## src/rtl/life_frame_scheduler.sv

```systemverilog
// life_frame_scheduler
//   Sequences the Game of Life generation engine against the VGA raster. It produces
//   registered hsync/vsync/video_on from the incoming h_count/v_count. It grants the engine
//   frame-buffer access only during vertical blanking. It swaps display and update buffers at
//   the top of a frame, so the visible picture never tears.
//
// Ports
//   clk        in   pixel clock
//   rst_n      in   asynchronous active-low reset
//   h_count    in   [15:0] horizontal raster position
//   v_count    in   [15:0] vertical raster position
//   run        in   level, free-running generations every FRAMES_PER_GEN frames
//   step_req   in   one-cycle pulse, request exactly one generation
//   gen_done   in   one-cycle pulse from the engine, generation fully written
//   hsync      out  horizontal sync, active low
//   vsync      out  vertical sync, active low
//   video_on   out  high inside the visible area
//   gen_start  out  one-cycle pulse, engine begins a generation
//   upd_grant  out  engine may access the frame buffer while high
//   buf_sel    out  buffer being displayed; the engine writes ~buf_sel
//   gen_busy   out  high from gen_start until the buffer swap
module life_frame_scheduler #(
   parameter int unsigned H_ACTIVE       = 640,
   parameter int unsigned H_FP           = 16,
   parameter int unsigned H_SYNC         = 96,
   parameter int unsigned V_ACTIVE       = 480,
   parameter int unsigned V_FP           = 10,
   parameter int unsigned V_SYNC         = 2,
   parameter int unsigned FRAMES_PER_GEN = 30
) (
   input  logic        clk,
   input  logic        rst_n,
   input  logic [15:0] h_count,
   input  logic [15:0] v_count,
   input  logic        run,
   input  logic        step_req,
   input  logic        gen_done,
   output logic        hsync,
   output logic        vsync,
   output logic        video_on,
   output logic        gen_start,
   output logic        upd_grant,
   output logic        buf_sel,
   output logic        gen_busy
);

   localparam logic [15:0] HActive   = 16'(H_ACTIVE);
   localparam logic [15:0] VActive   = 16'(V_ACTIVE);
   localparam logic [15:0] HsBegin   = 16'(H_ACTIVE + H_FP);
   localparam logic [15:0] HsEnd     = 16'(H_ACTIVE + H_FP + H_SYNC);
   localparam logic [15:0] VsBegin   = 16'(V_ACTIVE + V_FP);
   localparam logic [15:0] VsEnd     = 16'(V_ACTIVE + V_FP + V_SYNC);
   localparam logic [7:0]  FrameLast = 8'(FRAMES_PER_GEN - 1);

   typedef enum logic [1:0] {StIdle, StUpdate, StPause, StSwap} state_e;

   state_e     state_q, state_d;
   logic [7:0] frame_cnt_q, frame_cnt_d;
   logic       hsync_q, vsync_q, video_on_q;
   logic       gen_start_q, gen_start_d;
   logic       upd_grant_q, upd_grant_d;
   logic       buf_sel_q, buf_sel_d;
   logic       gen_busy_q, gen_busy_d;
   logic       swap_pend_q, swap_pend_d;
   logic       armed_q, armed_d;

   logic frame_tick, at_origin, in_vblank, cnt_wrap, arm_req, start_gen;

   // Start of vertical blanking and top-left of the frame.
   assign frame_tick = (h_count == 16'd0) && (v_count == VActive);
   assign at_origin  = (h_count == 16'd0) && (v_count == 16'd0);
   assign in_vblank  = (v_count >= VActive);

   // Generation pacing in run mode. The counter holds while run is low.
   always_comb begin
      frame_cnt_d = frame_cnt_q;
      cnt_wrap    = 1'b0;
      if (frame_tick && run) begin
         if (frame_cnt_q >= FrameLast) begin
            frame_cnt_d = 8'd0;
            cnt_wrap    = 1'b1;
         end else begin
            frame_cnt_d = frame_cnt_q + 8'd1;
         end
      end
   end

   // A request raised on the same tick that launches a generation is absorbed by it.
   assign arm_req   = step_req | cnt_wrap;
   assign start_gen = (state_q == StIdle) && frame_tick && (armed_q || arm_req);

   // FSM state register
   always_ff @(posedge clk or negedge rst_n) begin
      if (!rst_n) begin
         state_q <= StIdle;
      end else begin
         state_q <= state_d;
      end
   end

   // FSM next state
   always_comb begin
      state_d = state_q;
      unique case (state_q)
         StIdle: begin
            if (start_gen) state_d = StUpdate;
         end
         StUpdate: begin
            // gen_done beats the end of blanking.
            if (gen_done)        state_d = at_origin ? StIdle : StSwap;
            else if (!in_vblank) state_d = StPause;
         end
         StPause: begin
            if (gen_done)        state_d = at_origin ? StIdle : StSwap;
            else if (frame_tick) state_d = StUpdate;
         end
         StSwap: begin
            if (at_origin) state_d = StIdle;
         end
         default: state_d = StIdle;
      endcase
   end

   // FSM outputs. These are next values of registered outputs.
   always_comb begin
      gen_start_d = 1'b0;
      upd_grant_d = 1'b0;
      buf_sel_d   = buf_sel_q;
      gen_busy_d  = gen_busy_q;
      swap_pend_d = swap_pend_q;
      armed_d     = armed_q | arm_req;
      unique case (state_q)
         StIdle: begin
            if (start_gen) begin
               gen_start_d = 1'b1;
               upd_grant_d = 1'b1;
               gen_busy_d  = 1'b1;
               armed_d     = 1'b0;
            end
         end
         StUpdate, StPause: begin
            if (gen_done) begin
               if (at_origin) begin
                  // Completion lands exactly on the frame boundary, so swap now.
                  buf_sel_d   = ~buf_sel_q;
                  gen_busy_d  = 1'b0;
                  swap_pend_d = 1'b0;
               end else begin
                  swap_pend_d = 1'b1;
               end
            end else if (state_q == StUpdate) begin
               upd_grant_d = in_vblank;
            end else begin
               upd_grant_d = frame_tick;
            end
         end
         StSwap: begin
            if (at_origin && swap_pend_q) begin
               buf_sel_d   = ~buf_sel_q;
               gen_busy_d  = 1'b0;
               swap_pend_d = 1'b0;
            end
         end
         default: ;
      endcase
   end

   always_ff @(posedge clk or negedge rst_n) begin
      if (!rst_n) begin
         hsync_q     <= 1'b1;
         vsync_q     <= 1'b1;
         video_on_q  <= 1'b0;
         gen_start_q <= 1'b0;
         upd_grant_q <= 1'b0;
         buf_sel_q   <= 1'b0;
         gen_busy_q  <= 1'b0;
         swap_pend_q <= 1'b0;
         armed_q     <= 1'b0;
         frame_cnt_q <= 8'd0;
      end else begin
         hsync_q     <= !((h_count >= HsBegin) && (h_count < HsEnd));
         vsync_q     <= !((v_count >= VsBegin) && (v_count < VsEnd));
         video_on_q  <= (h_count < HActive) && (v_count < VActive);
         gen_start_q <= gen_start_d;
         upd_grant_q <= upd_grant_d;
         buf_sel_q   <= buf_sel_d;
         gen_busy_q  <= gen_busy_d;
         swap_pend_q <= swap_pend_d;
         armed_q     <= armed_d;
         frame_cnt_q <= frame_cnt_d;
      end
   end

   assign hsync     = hsync_q;
   assign vsync     = vsync_q;
   assign video_on  = video_on_q;
   assign gen_start = gen_start_q;
   assign upd_grant = upd_grant_q;
   assign buf_sel   = buf_sel_q;
   assign gen_busy  = gen_busy_q;

endmodule

```

## config.mk

```make
export PLATFORM = sky130hd
export DESIGN_NAME = life_frame_scheduler
export DESIGN_NICKNAME = d
export VERILOG_FILES = /design/src/rtl/life_frame_scheduler.sv
export SDC_FILE = /design/constraint.sdc
export NUM_CORES = 1
export LEC_CHECK = 0
export ABC_AREA = 1
export CAP_MARGIN = 20
export CORE_MARGIN = 4
export CORE_UTILIZATION = 46
export CTS_CLUSTER_SIZE = 10
export DETAILED_ROUTE_END_ITERATION = 6
export GPL_TIMING_DRIVEN = 0
export PLACE_DENSITY = 0.78
export SYNTH_ARGS = -nofsm -noshare
export SYNTH_HDL_FRONTEND = slang
export SYNTH_SLANG_ARGS = --single-unit
```

## constraint.sdc

```tcl
create_clock -name clk -period 1.75 [get_ports clk]
set_input_delay 0.2625 -clock clk [delete_from_list [all_inputs] [get_ports clk]]
set_output_delay 0.2625 -clock clk [all_outputs]
set_load 0.01 [all_outputs]
```

==> metrics, run 1 <==
Core ar.=0.00285 mm^2; Residual DRC=0; ANT cells=0; Setup Viol. Count Final=0; slew margin rel.=0.442; fmax=approximately 0.6 GHz; Setup CP Type=primary input to flop; Final Skew=about 8.6 ps; number of cell rows=19; CTS Buf Count=3; number of I/O port buffers=43; Worst-Skew Late Latency=300 ps; router iterations before antenna repair=4; final critical-path required period=1710 ps; vias per cell=5.07; first-pass GRT wire length=around 5400 um; share of layout cells above drive strength 1=0.244; Post-DP Area=roughly 0.0019 mm^2; vias in the first global route=1359; Worst setup EP type=flop; Cells after Synth=181; Worst Path Arrival=1920 ps; H-tree levels=1; Yosys warning total=0; status=complete, no violations; post-route cell area=0.00205 mm^2; cts hold-fix bufs=0; die area=around 0.004 mm^2; Die H=63.5 um; P_leak=1.08 nW; Filler cells=221; gr ovfl total=0; Clock Pin Slew Worst Setup and Hold Paths=110 ps; area growth from synthesis to layout=44.5%; Multi-input gate area=a little over 900 um^2; Longest Clk Path Bufs=2; CP Data Required Time=~2000 ps; GP Congestion=just over 0.8; largest net degree at the start of global routing=20; share of the clock period used by the worst path=0.975; Routed WL per cell=roughly 12 um; Final Hold Fails=0; CTS sink count=19; peak supply drop=0.840 mV; register area share after synthesis=0.337; CTS root buffer=clkbuf_4; Layout Nets=281; final-report max-slew violation count=0; total power=between 0.0015 and 0.002 W; Net Count, Synth=between 200 and 250; Mapped Area=around 0.0014 mm^2; Pwr Density=806 mW/mm^2; Routed WL=3290 um; I/O pins=44; post-route ant nets=0; initial antenna violation count=0; hold slack final=approximately 220 ps; gr usage total=0.162; CTS tree=built; Worst setup SP type=primary input; Hold WC Path Type=primary input to flop; syn avg cell area=7.84 um^2; unique cell type count in the Yosys netlist=31; actual slew at the worst max-slew pin=834 ps; Starting Density=0.497; initial drt markers=29; register area=between 400 and 500 um^2; #FFs+latches synth=19; DR vias=1343; Die X-Extent=63.5 um; dpl hpwl=2580 um; MaxCap Viol Count=0; Worst Path Max Fanout=3
-- critical path, stage by stage --
cell and delay (ps):
clkdlybuf4s50_1 440, nor2_2 170, nand2_2 90, inv_1 80, nand4_1 190, o21ai_2 280, nand2_2 100, nor2_4 140
nand2_2 70, nand2_1 50, nand2_1 50
-- state kept, by name, summed over array words and instances, names as in the netlist --
register	count
upd_grant	1
state_q	2
gen_start	1
armed_q	1
frame_cnt_q	8
video_on	1
buf_sel	1
vsync	1
hsync	1
swap_pend_q	1
gen_busy	1
-- metal layers --
| layer | GRT usage | part of all wire | vias to the layer above |
|---|---|---|---|
| li1 | - | - | 683 |
| met1 | 0.174 | 0.40 | 616 |
| met2 | 0.305 | 0.54 | 40 |
| met3 | 0.0515 | 0.048 | 4 |
| met4 | 0.0377 | 0.0076 | 0 |
| met5 | 0 | 0 | - |
-- cells by family (layout without fill, tap and decap cells) --
logic type / after synthesis / count (layout) / synth area share
flip-flops: 19 / 19 / 0.337
XOR/XNOR: 1 / 1 / 0.00617
AND/OR/NAND/NOR: 108 / 108 / 0.438
AO/OA/AOI/OAI: 17 / 17 / 0.0679
adder cells (fa/ha/maj): 9 / 9 / 0.0794
buffers and inverters: 27 / 80 / 0.0714
-- area by class of cell --
class | count | share of cell area
Multi-Input combinational cell | 135 | 0.442
Timing Repair Buffer | 49 | 0.243
Sequential cell | 19 | 0.233
Inverter | 27 | 0.0494
Tap cell | 31 | 0.0189
Clock buffer | 3 | 0.0110
Clock inverter | 1 | 0.00244
-- cell usage in the layout, fill, tap and decap left out, drive strengths merged --
cell type      netlist  layout
or4                  1       1
buf                  0       6
clkbuf               0       3
nand4                4       4
dfstp                2       2
o21ai                7       7
o211ai               1       1
o21a                 2       2
nor2                33      33
nor3b                2       2
nand3               11      11
a31o                 1       1
clkinv               0       1
nand2               47      47
dfrtp               17      17
or2                  2       2
nand3b               1       1
nor3                 6       6
dlymetal6s2s         0       9
ha                   9       9
xnor2                1       1
clkdlybuf4s50        0      34
inv                 27      27
nor4b                1       1
a21oi                6       6
-- through the flow --
step           TNS (ps)  cells  setup slack [ps]   util
2_1_floorplan         0    181               348      -
3_3_place_gp      -1350    255              -218  0.662
3_5_place_dp      -1710    255              -260  0.662
4_1_cts               0    259              71.4  0.671
5_1_grt            -246    265              -103  0.719
6_report              0    265              43.0  0.719
-- where the power goes --
group | total (W) | switching [W] | leakage [nW] | internal [W]
Combinational | 0.000875 | 0.000470 | 0.845 | 0.000405
Sequential | 0.000551 | 0.0000478 | 0.213 | 0.000503
Clock | 0.000226 | 0.000141 | 0.0177 | 0.0000852
Total | 0.00165 | 0.000659 | 1.08 | 0.000994
-- path summary, 6_finish.rpt --
check                      slack [ps]  cells past startpoint              to        start
max in group asynchronous         810                      1  frame_cnt_q[2]        rst_n
setup / recovery                   40                     11      state_q[1]  v_count[15]
hold reg to reg                   480                      2        gen_busy     gen_busy
min in group asynchronous         430                      1         armed_q        rst_n
hold / removal                    220                      3           vsync   v_count[2]
setup reg to reg                  160                     10        gen_busy   state_q[1]
-- Yosys cell counts, drive strengths merged --
master / number / area (um^2)
or2: 2 / 12.5
o211ai: 1 / 7.51
or4: 1 / 7.51
nor2: 33 / 185
a31o: 1 / 8.76
nand4: 4 / 25.0
nor4b: 1 / 15.0
nand3: 11 / 67.6
nand3b: 1 / 7.51
o21a: 2 / 15.0
nor3: 6 / 41.3
a21oi: 6 / 30.0
nor3b: 2 / 31.3
dfstp: 2 / 52.6
nand2: 47 / 229
o21ai: 7 / 35.0
ha: 9 / 113
xnor2: 1 / 8.76
inv: 27 / 101
dfrtp: 17 / 425
-- what timing repair did --
action / CTS / global route
endpoints found under the setup margin: 0 / 5
gates resized for setup: 0 / 30
buffers inserted: 0 / 6
endpoints found under the hold margin: 0 / 0
Power figures use the tool's default switching activity.
==> run 2: changes to the inputs <==
- CORE_UTILIZATION: 46 -> 30
- PLACE_DENSITY: 0.78 -> 0.55
==> metrics, run 2 (synthesis results as in run 1) <==
post-route cell area=0.00210 mm^2; Routed WL per cell=11.2 um; slew margin rel.=0.410; I/O pins=44; switching portion of total power=0.381; FF-to-FF setup slack=approximately 230 ps; reg-to-reg critical path endpoint=state_q[0]; final critical-path required period=1620 ps; router iterations before antenna repair=4; die area=0.00589 mm^2; share of the clock period used by the worst path=0.925; worst r2r src=frame_cnt_q[0]; Worst Path Max Fanout=6; Core Util, Final=0.469; CTS sink count=19; Die H=76.8 um; actual slew at the worst max-slew pin=between 800 and 900 ps; Longest Clk Path Bufs=2; CTS tree=built; status=complete, no violations; Core ar.=0.00447 mm^2; Final Hold Fails=0; Top cell by count, worst path=nand2_4; CTS root buffer=clkbuf_8; worst path bufs/invs=1; Worst path top cell family by delay=simple AND/OR/NAND/NOR gates; post-route ant nets=0; crit path capture=state_q[0]; commonest non-fill, non-tap cell in the layout=nand2_1; Setup Viol. Count Final=0; Clk pwr share=0.195; Pwr Density=about 800 mW/mm^2; Routed WL=3190 um; Residual DRC=0; CTS Buf Count=3; share of layout cells above drive strength 1=0.254; GP Congestion=between 0.7 and 0.8; MaxCap Viol Count=0; H-tree levels=1; number of cell rows=24; internal power=0.00101 W; largest net degree at the start of global routing=20; total power=0.00164 W; Hold WC Path Type=primary input to flop; Die X-Extent=76.8 um; CP Depth=13; Worst Path Arrival=1780 ps; sequential share of power=0.340; number of I/O port buffers=43; Slowest cell on crit path=clkdlybuf4s50_1; R2R depth=10; Post-DP Area=0.00191 mm^2; peak supply drop=0.517 mV; switching pwr=0.000625 W; commonest non-fill, non-tap cells in the layout=35 x nand2_1, 25 x clkdlybuf4s50_1, 23 x inv_1, 18 x dlymetal6s2s_1, 15 x dfrtp_1; DR vias=1291; fmax=0.618 GHz; Clock Pin Slew Worst Setup and Hold Paths=~80 ps; vias in the first global route=1298; Starting Density=0.317; Worst-Skew Late Latency=260 ps; dpl hpwl=2570 um; combinational share of power=0.465; largest incremental delay on the critical path=430 ps; crit path launch=h_count[4]; Layout Nets=roughly 280; initial antenna violation count=0; most flop-heavy register=frame_cnt_q; largest registers=frame_cnt_q: 8 flops, state_q: 2 flops; first-pass GRT wire length=5420 um; max reg flops=8; CP Data Required Time=approximately 1900 ps; gr usage total=0.113; Worst setup EP type=flop; Final Skew=4.65 ps; initial drt markers=25; critical-path cell list=clkdlybuf4s50_1, nor2_2, nand2_1, nor2_2, nand2_4, nor2_8, nand3_4, nand2_4, nand2_4, nand2_4, nand2_2, nand2_1, nand2_1; Filler cells=444; Worst setup SP type=primary input; gr ovfl total=0; vias per cell=roughly 4.5; cts hold-fix bufs=0; P_leak=roughly 1.1 nW; area growth from synthesis to layout=47.9%; Setup CP Type=primary input to flop; ANT cells=0; final-report max-slew violation count=0
run 2: cell count changes in the layout (fill, tap and decap cells not counted), sizes merged:
cell,delta
buf,-2
clkdlybuf4s50,-9
dlymetal6s2s,+9
run 2: final cells by class:
class,instances,area (um^2),area share
multi-input cells,135,900,0.429
repair buffers,47,505,0.241
flip-flops and latches,19,480,0.229
inverters,27,101,0.0483
well taps,52,65.1,0.0310
clock buffers,3,41.3,0.0197
clock inverters,1,5.00,0.00239
run 2: worst reg2reg max path, cell delays in order (launching register included):
cell and delay [ps]:
dfrtp_1 410, inv_1 100, ha_1 150, nand2_1 50, a31o_2 250, nand3_4 100, nand2_4 50, nand2_4 80
nand2_4 70, nand3_1 80, nand2_1 60
run 2: stage by stage:
stage	setup WS (ps)	instances	TNS, ps	hold slack (ps)
6_report	131	284	0	267
5_1_grt	-12.8	284	-18.2	273
4_1_cts	5.13	280	0	485
3_5_place_dp	-271	276	-1840	467
3_3_place_gp	-292	276	-1860	462
2_1_floorplan	348	181	0	-33.1
run 2: how the worst min path moves through the flow:
stage | start | to | slack (ps) | cells after the start
after CTS | gen_busy | gen_busy | 480 | 2
after global placement | gen_busy | gen_busy | 460 | 2
after floorplan | rst_n | armed_q | -30 | 0
after detailed placement | gen_busy | gen_busy | 470 | 2
after global routing | v_count[2] | vsync | 270 | 3
final | v_count[2] | vsync | 270 | 3
run 2: power by group through the flow:
| stage | sequential [W] | combinational [W] | clock [W] |
|---|---|---|---|
| CTS | 0.000556 | 0.000718 | 0.000334 |
| global route | 0.000570 | 0.000884 | 0.000357 |
| floorplan | 0.000566 | 0.000454 | 0 |
| detailed placement | 0.000563 | 0.000716 | 0 |
| global placement | 0.000563 | 0.000708 | 0 |
| finish | 0.000557 | 0.000763 | 0.000319 |
run 2: layer usage:
metal | routed length, um | vias to the layer above | GRT usage
li1 | - | 677 | -
met5 | 0 | - | 0
met3 | 169 | 8 | 0.0445
met1 | 1350 | 580 | 0.120
met2 | 1620 | 26 | 0.205
met4 | 55 | 0 | 0.0326
run 2: timing repair:
action,in CTS,in global routing
buffers inserted,0,4
resized for setup,0,42
endpoints found under the setup margin,0,6
